**src/rtl/mem_access_stage_if.sv**
```systemverilog
// Pipeline-side and bus-side signals of the memory access stage.
// slave: the stage itself; master: whoever drives the pipeline ops and models the bus.
interface mem_access_stage_if;
    logic        in_valid;
    logic        in_load;
    logic        in_store;
    logic [15:0] in_addr;
    logic [15:0] in_data;
    logic [2:0]  in_rd;
    logic        in_ready;
    logic        out_valid;
    logic [15:0] out_data;
    logic [2:0]  out_rd;
    logic        out_ready;
    logic [15:0] DataAddr;
    logic [15:0] BusIn;
    logic        ReadData;
    logic        WriteData;
    logic [15:0] BusOut;
    logic        DataDone;
    logic        timeout_err;

    modport slave (
        input  in_valid, in_load, in_store, in_addr, in_data, in_rd, out_ready,
               BusOut, DataDone,
        output in_ready, out_valid, out_data, out_rd, DataAddr, BusIn,
               ReadData, WriteData, timeout_err
    );

    modport master (
        output in_valid, in_load, in_store, in_addr, in_data, in_rd, out_ready,
               BusOut, DataDone,
        input  in_ready, out_valid, out_data, out_rd, DataAddr, BusIn,
               ReadData, WriteData, timeout_err
    );
endinterface

```
**src/rtl/mem_access_stage.sv**
```systemverilog
// Memory access pipeline stage: IDLE/REQ/HOLD FSM issuing one bus request per load/store.
// Optional bus timeout abort enabled by defining MEM_ACCESS_TIMEOUT_EN.
module mem_access_stage #(
    parameter int TIMEOUT_CYCLES = 255
) (
    input logic            Clock,
    input logic            Reset,
    mem_access_stage_if.slave bus
);

    typedef enum logic [1:0] {IDLE, REQ, HOLD} state_t;

    state_t      state;
    logic        op_load;
    logic        req_end;
    logic [15:0] fin_data;

`ifdef MEM_ACCESS_TIMEOUT_EN
    localparam int CW = (TIMEOUT_CYCLES > 1) ? $clog2(TIMEOUT_CYCLES) : 1;

    logic [CW-1:0] cnt;
    logic          expired;

    assign expired = !bus.DataDone && (cnt == CW'(TIMEOUT_CYCLES - 1));

    // A completion in the same cycle as expiry still counts as a normal completion.
    always_comb begin
        req_end  = bus.DataDone;
        fin_data = bus.BusOut;
        if (expired) begin
            req_end  = 1'b1;
            fin_data = 16'hDEAD;
        end
    end
`else
    always_comb begin
        req_end  = bus.DataDone;
        fin_data = bus.BusOut;
    end

    assign bus.timeout_err = 1'b0;
`endif

    always_ff @(posedge Clock or posedge Reset) begin
        if (Reset) begin
            state         <= IDLE;
            op_load       <= 1'b0;
            bus.in_ready  <= 1'b1;
            bus.out_valid <= 1'b0;
            bus.out_data  <= 16'h0000;
            bus.out_rd    <= 3'd0;
            bus.DataAddr  <= 16'h0000;
            bus.BusIn     <= 16'h0000;
            bus.ReadData  <= 1'b0;
            bus.WriteData <= 1'b0;
`ifdef MEM_ACCESS_TIMEOUT_EN
            cnt             <= '0;
            bus.timeout_err <= 1'b0;
`endif
        end else begin
            case (state)
                IDLE: begin
                    if (bus.in_valid) begin
                        bus.in_ready <= 1'b0;
                        bus.out_rd   <= bus.in_rd;
                        op_load      <= bus.in_load;
                        if (bus.in_load || bus.in_store) begin
                            // Load wins when both op bits are set.
                            state         <= REQ;
                            bus.DataAddr  <= bus.in_addr;
                            bus.BusIn     <= bus.in_data;
                            bus.ReadData  <= bus.in_load;
                            bus.WriteData <= !bus.in_load;
`ifdef MEM_ACCESS_TIMEOUT_EN
                            cnt <= '0;
`endif
                        end else begin
                            state         <= HOLD;
                            bus.out_data  <= bus.in_data;
                            bus.out_valid <= 1'b1;
                        end
                    end
                end

                REQ: begin
                    if (req_end) begin
                        bus.ReadData  <= 1'b0;
                        bus.WriteData <= 1'b0;
                        if (op_load) begin
                            state         <= HOLD;
                            bus.out_data  <= fin_data;
                            bus.out_valid <= 1'b1;
                        end else begin
                            state        <= IDLE;
                            bus.in_ready <= 1'b1;
                        end
`ifdef MEM_ACCESS_TIMEOUT_EN
                        if (expired) bus.timeout_err <= 1'b1;
`endif
                    end
`ifdef MEM_ACCESS_TIMEOUT_EN
                    else begin
                        cnt <= cnt + CW'(1);
                    end
`endif
                end

                HOLD: begin
                    if (bus.out_ready) begin
                        state         <= IDLE;
                        bus.out_valid <= 1'b0;
                        bus.in_ready  <= 1'b1;
                    end
                end

                default: begin
                    state         <= IDLE;
                    bus.in_ready  <= 1'b1;
                    bus.out_valid <= 1'b0;
                    bus.ReadData  <= 1'b0;
                    bus.WriteData <= 1'b0;
                end
            endcase
        end
    end

endmodule
```
**src/flat_wrapper.sv**
```systemverilog
// flat-port wrapper written by rule: the top's interface ports become plain ports
module mem_access_stage_flat 
#(
    parameter int TIMEOUT_CYCLES = 255
)
  (Clock, Reset, bus_in_valid, bus_in_load, bus_in_store, bus_in_addr, bus_in_data, bus_in_rd, bus_out_ready, bus_BusOut, bus_DataDone, bus_in_ready, bus_out_valid, bus_out_data, bus_out_rd, bus_DataAddr, bus_BusIn, bus_ReadData, bus_WriteData, bus_timeout_err);
  mem_access_stage_if bus_i ();
  input logic Clock;
  input logic Reset;
  input wire logic [$bits(bus_i.in_valid)-1:0] bus_in_valid;
  input wire logic [$bits(bus_i.in_load)-1:0] bus_in_load;
  input wire logic [$bits(bus_i.in_store)-1:0] bus_in_store;
  input wire logic [$bits(bus_i.in_addr)-1:0] bus_in_addr;
  input wire logic [$bits(bus_i.in_data)-1:0] bus_in_data;
  input wire logic [$bits(bus_i.in_rd)-1:0] bus_in_rd;
  input wire logic [$bits(bus_i.out_ready)-1:0] bus_out_ready;
  input wire logic [$bits(bus_i.BusOut)-1:0] bus_BusOut;
  input wire logic [$bits(bus_i.DataDone)-1:0] bus_DataDone;
  output wire logic [$bits(bus_i.in_ready)-1:0] bus_in_ready;
  output wire logic [$bits(bus_i.out_valid)-1:0] bus_out_valid;
  output wire logic [$bits(bus_i.out_data)-1:0] bus_out_data;
  output wire logic [$bits(bus_i.out_rd)-1:0] bus_out_rd;
  output wire logic [$bits(bus_i.DataAddr)-1:0] bus_DataAddr;
  output wire logic [$bits(bus_i.BusIn)-1:0] bus_BusIn;
  output wire logic [$bits(bus_i.ReadData)-1:0] bus_ReadData;
  output wire logic [$bits(bus_i.WriteData)-1:0] bus_WriteData;
  output wire logic [$bits(bus_i.timeout_err)-1:0] bus_timeout_err;
  assign bus_i.in_valid = bus_in_valid;
  assign bus_i.in_load = bus_in_load;
  assign bus_i.in_store = bus_in_store;
  assign bus_i.in_addr = bus_in_addr;
  assign bus_i.in_data = bus_in_data;
  assign bus_i.in_rd = bus_in_rd;
  assign bus_i.out_ready = bus_out_ready;
  assign bus_i.BusOut = bus_BusOut;
  assign bus_i.DataDone = bus_DataDone;
  assign bus_in_ready = bus_i.in_ready;
  assign bus_out_valid = bus_i.out_valid;
  assign bus_out_data = bus_i.out_data;
  assign bus_out_rd = bus_i.out_rd;
  assign bus_DataAddr = bus_i.DataAddr;
  assign bus_BusIn = bus_i.BusIn;
  assign bus_ReadData = bus_i.ReadData;
  assign bus_WriteData = bus_i.WriteData;
  assign bus_timeout_err = bus_i.timeout_err;
  mem_access_stage #(.TIMEOUT_CYCLES(TIMEOUT_CYCLES)) u_core (.Clock(Clock), .Reset(Reset), .bus(bus_i));
endmodule
```
**config.mk**
```make
export PLATFORM = sky130hd
export DESIGN_NAME = mem_access_stage_flat
export DESIGN_NICKNAME = d
export VERILOG_FILES = /design/src/rtl/mem_access_stage_if.sv /design/src/rtl/mem_access_stage.sv /design/src/flat_wrapper.sv
export SDC_FILE = /design/constraint.sdc
export NUM_CORES = 1
export LEC_CHECK = 0
export ABC_AREA = 0
export CAP_MARGIN = 20
export CORE_ASPECT_RATIO = 1.25
export CORE_MARGIN = 2
export CORE_UTILIZATION = 38
export CTS_CLUSTER_DIAMETER = 80
export CTS_CLUSTER_SIZE = 20
export DETAILED_ROUTE_END_ITERATION = 6
export PLACE_DENSITY = 0.8
export RECOVER_POWER = 50
export SLEW_MARGIN = 20
export SYNTH_ARGS = -nofsm -noshare
export SYNTH_HDL_FRONTEND = slang
export SYNTH_SLANG_ARGS = --single-unit
export TNS_END_PERCENT = 20
```
**constraint.sdc**
```tcl
create_clock -name Clock -period 2.05 [get_ports Clock]
set_input_delay 0.41 -clock Clock [delete_from_list [all_inputs] [get_ports Clock]]
set_output_delay 0.41 -clock Clock [all_outputs]
set_load 0.02 [all_outputs]
```
==> metrics.txt, run 1 <==
status finished clean; sequential share of the synthesized area a little under three fifths; total routed wirelength ~6000 um; clk buf depth 2; first-pass GRT wire length 10100 um; peak supply drop around 0.84 mV; RSZ-0062 raised after global routing no; overflow left after global routing 0; GRT Total Usage ~18%; commonest non-fill, non-tap cell in the layout clkdlybuf4s50_1; r2r setup slk about 270 ps; crit end category flop; antenna violations before repair 0; worst setup path endpoint u_core.bus.DataAddr[8]; internal power around 4.2 mW; Post-Syn Nets about 230; multi-input logic area roughly 1000 um^2; HPWL after detailed placement 4300 um; Mapped Cells roughly 170; Final Skew between 7 and 8 ps; vias in the first global route a little over 2000; class of the tightest hold or removal check reg -> reg; Post-CTS Resized 0; Inserted Clock Buffers 9; Seq. cell area 1450 um^2; Max FO, Critical Path 33; cell with the largest stage delay on the worst path dlygate4sd3_1; drt pass-1 iters 3; clock sinks 58; Worst Path Arrival between 2000 and 2500 ps; sw frac roughly 34%; Via Count between 1500 and 2000; Area growth, synth to finish 58.3%; root buffer cell clkbuf_8; Clk pwr share a little under a fifth; clock-pin transition on the worst setup and hold timing paths about 60 ps; Crit. Startpoint bus_in_valid; CTS Hold Bufs 0; largest net degree at the start of global routing between 50 and 60; number of distinct library cells after synthesis 31; Switch Pwr 2.19 mW; pwr/cell area between 1500 and 2000 nW/um^2; antenna viol nets, final 0; RR Endpoint u_core.bus.out_data[8]; combinational share of power between 50 and 60%; mean post-synth cell area ~15 um^2; # setup viols final 0; Worst R2R Path Depth 4; H-tree depth 3; smallest setup slack after layout roughly 95 ps; TritonCTS clock tree yes; Tmin final approximately 2000 ps; Hold Vio Cnt, Final 0; WL/cell about 15 um; core box area around 6500 um^2; Worst-Skew Late Latency around 330 ps; Slew @ Worst Pin 1290 ps; critical path class in -> reg; CP cell instances dlygate4sd3_1, buf_4, nor3b_1, o21a_1, buf_12, mux2_2; vias per inst 4.68; n_diodes 0; Slew HR about 14%; number of nets in the layout between 300 and 400; worst hold slack 501 ps; Die Y 95.5 um; setup_tns 0 ps; Final Max Slew Viols 0; pre-CTS setup slack -163 ps; Reg2Reg Launch Point u_core.state[0]; final worst-path cycle share a little over nine tenths; Initial Util around two fifths; synthesized area about 2500 um^2; static leakage about 1.7 nW; Top-Level Pins between 100 and 150; Rows 33; DR DRC count 0; port bufs approximately 110; fmax slightly above 0.5 GHz; Fillers about 570; Final Wtd Congestion around 0.74; layout cells sized above 1 approximately 32%; First DRT Iteration DRCs 59; crit start category input port; part of the power in registers 31.8%; max-capacitance violation count 0; die area about 7400 um^2; Critical Path Max Stage Delay 540 ps; Post-CTS Setup Bufs 0; Die X 77.2 um; YS warnings 0; CP Data Required Time about 2300 ps; #FFs+latches synth 58; overall power 6.38 mW; most frequent cells in the layout clkdlybuf4s50_1, mux2_2, dfrtp_1
## registers in the layout, indices dropped and copies added, names as in the netlist, 2 cells and up
register / flops
u_core.bus.BusIn: 16
u_core.bus.DataAddr: 16
u_core.bus.out_data: 16
u_core.bus.out_rd: 3
u_core.state: 2
## cell families after synthesis
group | Yosys count | synth area share [%]
other cells | 1 | 0.147
buf+inv | 13 | 3.49
compound gates | 15 | 4.52
flops | 58 | 57.0
simple gates | 14 | 3.44
mux | 68 | 31.4
## cell type report
| cell class | count | share of cell area, % |
|---|---|---|
| Sequential cell | 58 | 36.0 |
| Timing Repair Buffer | 124 | 30.7 |
| Multi-Input combinational cell | 98 | 24.8 |
| Clock buffer | 11 | 3.51 |
| Tap cell | 87 | 2.70 |
| Clock inverter | 5 | 1.92 |
| Inverter | 3 | 0.279 |
## cells in the mapped netlist, drive strengths merged
cell    count  area, um^2
mux2       68         800
dfrtp      57        1430
buf         7        66.3
nor2        4        15.0
clkbuf      3        11.3
inv         3        11.3
nand2b      3        18.8
o21ai       3        15.0
a21o        2        15.0
a21oi       2        21.3
nand2       2        7.51
a211o       1        8.76
a211oi      1        7.51
a21boi      1        7.51
a31oi       1        6.26
a32o        1        10.0
conb        1        3.75
dfstp       1        26.3
nand3       1        5.00
nor2b       1        6.26
nor3b       1        12.5
nor4b       1        8.76
o21a        1        7.51
o22ai       1        6.26
o32a        1        10.0
or4b        1        13.8
## worst max-delay path, delay by kind of cell
family | cells | cell delay (ps)
buffers and inverters | 3 | 900
muxes | 1 | 360
and+or+nand+nor | 1 | 250
AOI/OAI and AO/OA | 1 | 220
## layer usage
layer  up-vias  share of wire, %  global-route usage (%)
li1        854                 -                       -
met1       890                39                    20.3
met2        56                53                    30.4
met3         8               5.9                    5.49
met4         0               1.8                    8.48
met5         -                 0                       0
## power by group through the flow
stage | Clock, mW | Sequential, mW | Combinational, mW
after floorplan | 0 | 2.72 | 1.11
after global placement | 0 | 2.04 | 3.25
after detailed placement | 0 | 2.06 | 3.31
after CTS | 1.19 | 2.05 | 3.32
after global routing | 1.25 | 2.12 | 3.39
final | 1.16 | 2.03 | 3.19
## worst min-delay path by stage
stage,to,cells after the start,start
detailed placement,u_core.bus.DataAddr[11],1,u_core.bus.DataAddr[11]
global route,u_core.bus.BusIn[1],1,u_core.bus.BusIn[1]
CTS,u_core.bus.DataAddr[0],3,Reset
finish,u_core.bus.BusIn[1],1,u_core.bus.BusIn[1]
floorplan,u_core.op_load,1,u_core.op_load
global placement,u_core.bus.BusIn[8],1,u_core.bus.BusIn[8]
## through the flow
| stage | area (um^2) | util (%) | cells |
|---|---|---|---|
| floorplan | 2550 | - | 169 |
| global placement | 3840 | 58.9 | 370 |
| detailed placement | 3840 | 58.9 | 370 |
| CTS | 4060 | 62.2 | 386 |
| global route | 4030 | 61.8 | 386 |
| finish | 4030 | 61.8 | 386 |
Power figures use the tool's default switching activity.
==> inputs of run 2 (changes only) <==
--- a/config.mk
+++ b/config.mk
@@ -7,7 +7,7 @@
 export LEC_CHECK = 0
 export ABC_AREA = 0
 export CAP_MARGIN = 20
-export CORE_ASPECT_RATIO = 1.25
+export CORE_ASPECT_RATIO = 1.2
 export CORE_MARGIN = 2
 export CORE_UTILIZATION = 38
 export CTS_CLUSTER_DIAMETER = 80
==> run 2 against run 1 <==
Critical path depth unchanged. Via count up 1.6%. Clock-buffer cell count up 1. Routed wire length grew 1.5%. Sequential share of layout area increased by 0.64 points. Die area about the same. Cell count shrank 0.52%. Sequential power barely moved. Cell area down 1.7%. Register-to-register slack worse by 40 ps. Combinational power about the same. Total power down 3.9%. Largest cell class unchanged. Highest routed layer unchanged.
==> metrics.txt, run 2 (same netlist as run 1, synthesis figures left out) <==
fin area 3960 um^2 (-1.7%); # setup viols final 0 (unchanged); Reg2Reg Launch Point u_core.state[0]; worst hold slack 499 ps (-1.35 ps); crit end category flop; Post-Place Cell Area 3820 um^2 (-0.52%); RR Endpoint u_core.bus.out_data[6]; Final Skew 6.03 ps (-1.45 ps); number of nets in the layout 353 (+0.28%); largest net degree at the start of global routing 34 (-42%); Post-CTS Resized 0 (unchanged); First DRT Iteration DRCs 80 (+36%); Crit. Startpoint bus_in_valid; drt pass-1 iters 4 (+1); commonest non-fill, non-tap cell in the layout clkdlybuf4s50_1; final worst-path cycle share 92.9% (-2.5 points); layout cells sized above 1 31.8% (-0.67 points); vias per inst 4.78 (+2.1%); crit start category input port; CTS Hold Bufs 0 (unchanged); Largest regs u_core.bus.BusIn x16, u_core.bus.DataAddr x16, u_core.bus.out_data x16; Fillers 518 (-8.8%); root buffer cell clkbuf_8; H-tree depth 3 (unchanged); overflow left after global routing 0 (unchanged); multi-input logic area 1000 um^2 (+0.12%); class of the tightest hold or removal check reg -> reg; Max FO, Critical Path 33 (unchanged); vias in the first global route 2023 (-2.3%); total routed wirelength 6040 um (+1.5%); Worst-Skew Late Latency 330 ps (about the same); TritonCTS clock tree yes; Post-CTS Setup Bufs 0 (unchanged); Die Y 93.7 um (-1.9%); DR DRC count 0 (unchanged); Rows 32 (-3.0%); Final Wtd Congestion 0.722 (-2.8%); port bufs 112 (unchanged); HPWL after detailed placement 4450 um (+3.6%); Die X 78.7 um (+2.0%); antenna viol nets, final 0 (unchanged); Final Max Slew Viols 0 (unchanged); n_diodes 0 (unchanged); core box area 6450 um^2 (-1.2%); Seq. cell area 1450 um^2 (unchanged); Hold Vio Cnt, Final 0 (unchanged); GRT Total Usage 17.5% (-0.23 points); peak supply drop 0.941 mV (+12%); Tmin final 1900 ps (-50.6 ps); post-placement cell count 369 (-0.27%); max-capacitance violation count 0 (unchanged); pwr/cell area 1550 nW/um^2 (-2.2%); clock sinks 58 (unchanged); Inserted Clock Buffers 9 (unchanged); Worst Path Arrival 2110 ps (-50 ps); r2r setup slk 230 ps (-40 ps); WHS Endpoint u_core.bus.BusIn[3]; Worst R2R Path Depth 4 (unchanged); critical path class in -> reg; static leakage 1.66 nW (-1.3%); fmax 0.525 GHz (+2.7%); hold path cells 1 (unchanged); Final Non-Filler Cells 384 (-0.52%); Top-Level Pins 114 (unchanged); status finished clean; clk buf depth 2 (unchanged); Area growth, synth to finish 55.6%; first-pass GRT wire length 9770 um (-3.1%); Slew HR 48.2% (+34 points); most frequent cells in the layout clkdlybuf4s50_1, mux2_2, dfrtp_1; die area 7380 um^2 (about the same); clock-pin transition on the worst setup and hold timing paths 70 ps (about the same); antenna violations before repair 0 (unchanged); Slew @ Worst Pin 776 ps (-509 ps); Hold Startpoint u_core.bus.BusIn[3]; WL/cell 15.7 um (+2.0%); Initial Util 39.5% (+0.47 points); Via Count 1837 (+1.6%); CP Data Required Time 2260 ps (about the same); RSZ-0062 raised after global routing no
[run 2: cell types whose count changed in the layout (fill, tap and decap cells not counted), moves of 2 or more]
cell / previous run / this run
buf_12: 3 / 1
buf_4: 6 / 8
bufinv_16: 2 / 0
clkbuf_1: 2 / 4
[run 2: worst max-delay path, stage by stage]
cell	delay, ps
clkdlybuf4s50_1	470
clkbuf_1	210
nor3b_2	220
o21a_1	190
buf_12	220
mux2_2	360
[run 2: routing by layer]
metal	up-vias	track usage, %	part of all wire (%)
li1	861	-	-
met5	-	0	0
met3	8	6.15	5.2
met1	908	19.9	41
met2	60	30.0	53
met4	0	6.87	1.6
[run 2: stage by stage]
step	utilization [%]	total power, mW	TNS [ps]	worst slack, ps
after floorplan	-	3.83	0	164
after detailed placement	59.3	5.35	-4420	-151
after global placement	59.3	5.26	-3460	-121
after CTS	61.9	6.30	0	136
final	61.5	6.14	0	145
after global routing	61.5	6.47	0	90.2
[run 2: how the worst max path moves through the flow]
stage / end / cells after the start / slack (ps)
floorplan: u_core.bus.out_data[0] / 5 / 160
global placement: u_core.bus.out_data[2] / 5 / -120
detailed placement: u_core.bus.out_data[5] / 5 / -150
CTS: bus_in_ready / 1 / 140
global route: u_core.bus.out_data[7] / 5 / 90
finish: u_core.bus.DataAddr[10] / 6 / 150
[run 2: cell type report]
class	count	share of cell area, %
multi-input combinational	98	25.3
clock buffer	12	3.92
sequential	58	36.7
clock inverter	3	0.379
tap	85	2.68
inverter	3	0.284
timing repair buffer	125	30.8
[run 2: report_power, final]
group	internal, mW	switching [mW]
Sequential	1.73	0.309
Clock	0.492	0.431
Combinational	1.73	1.44
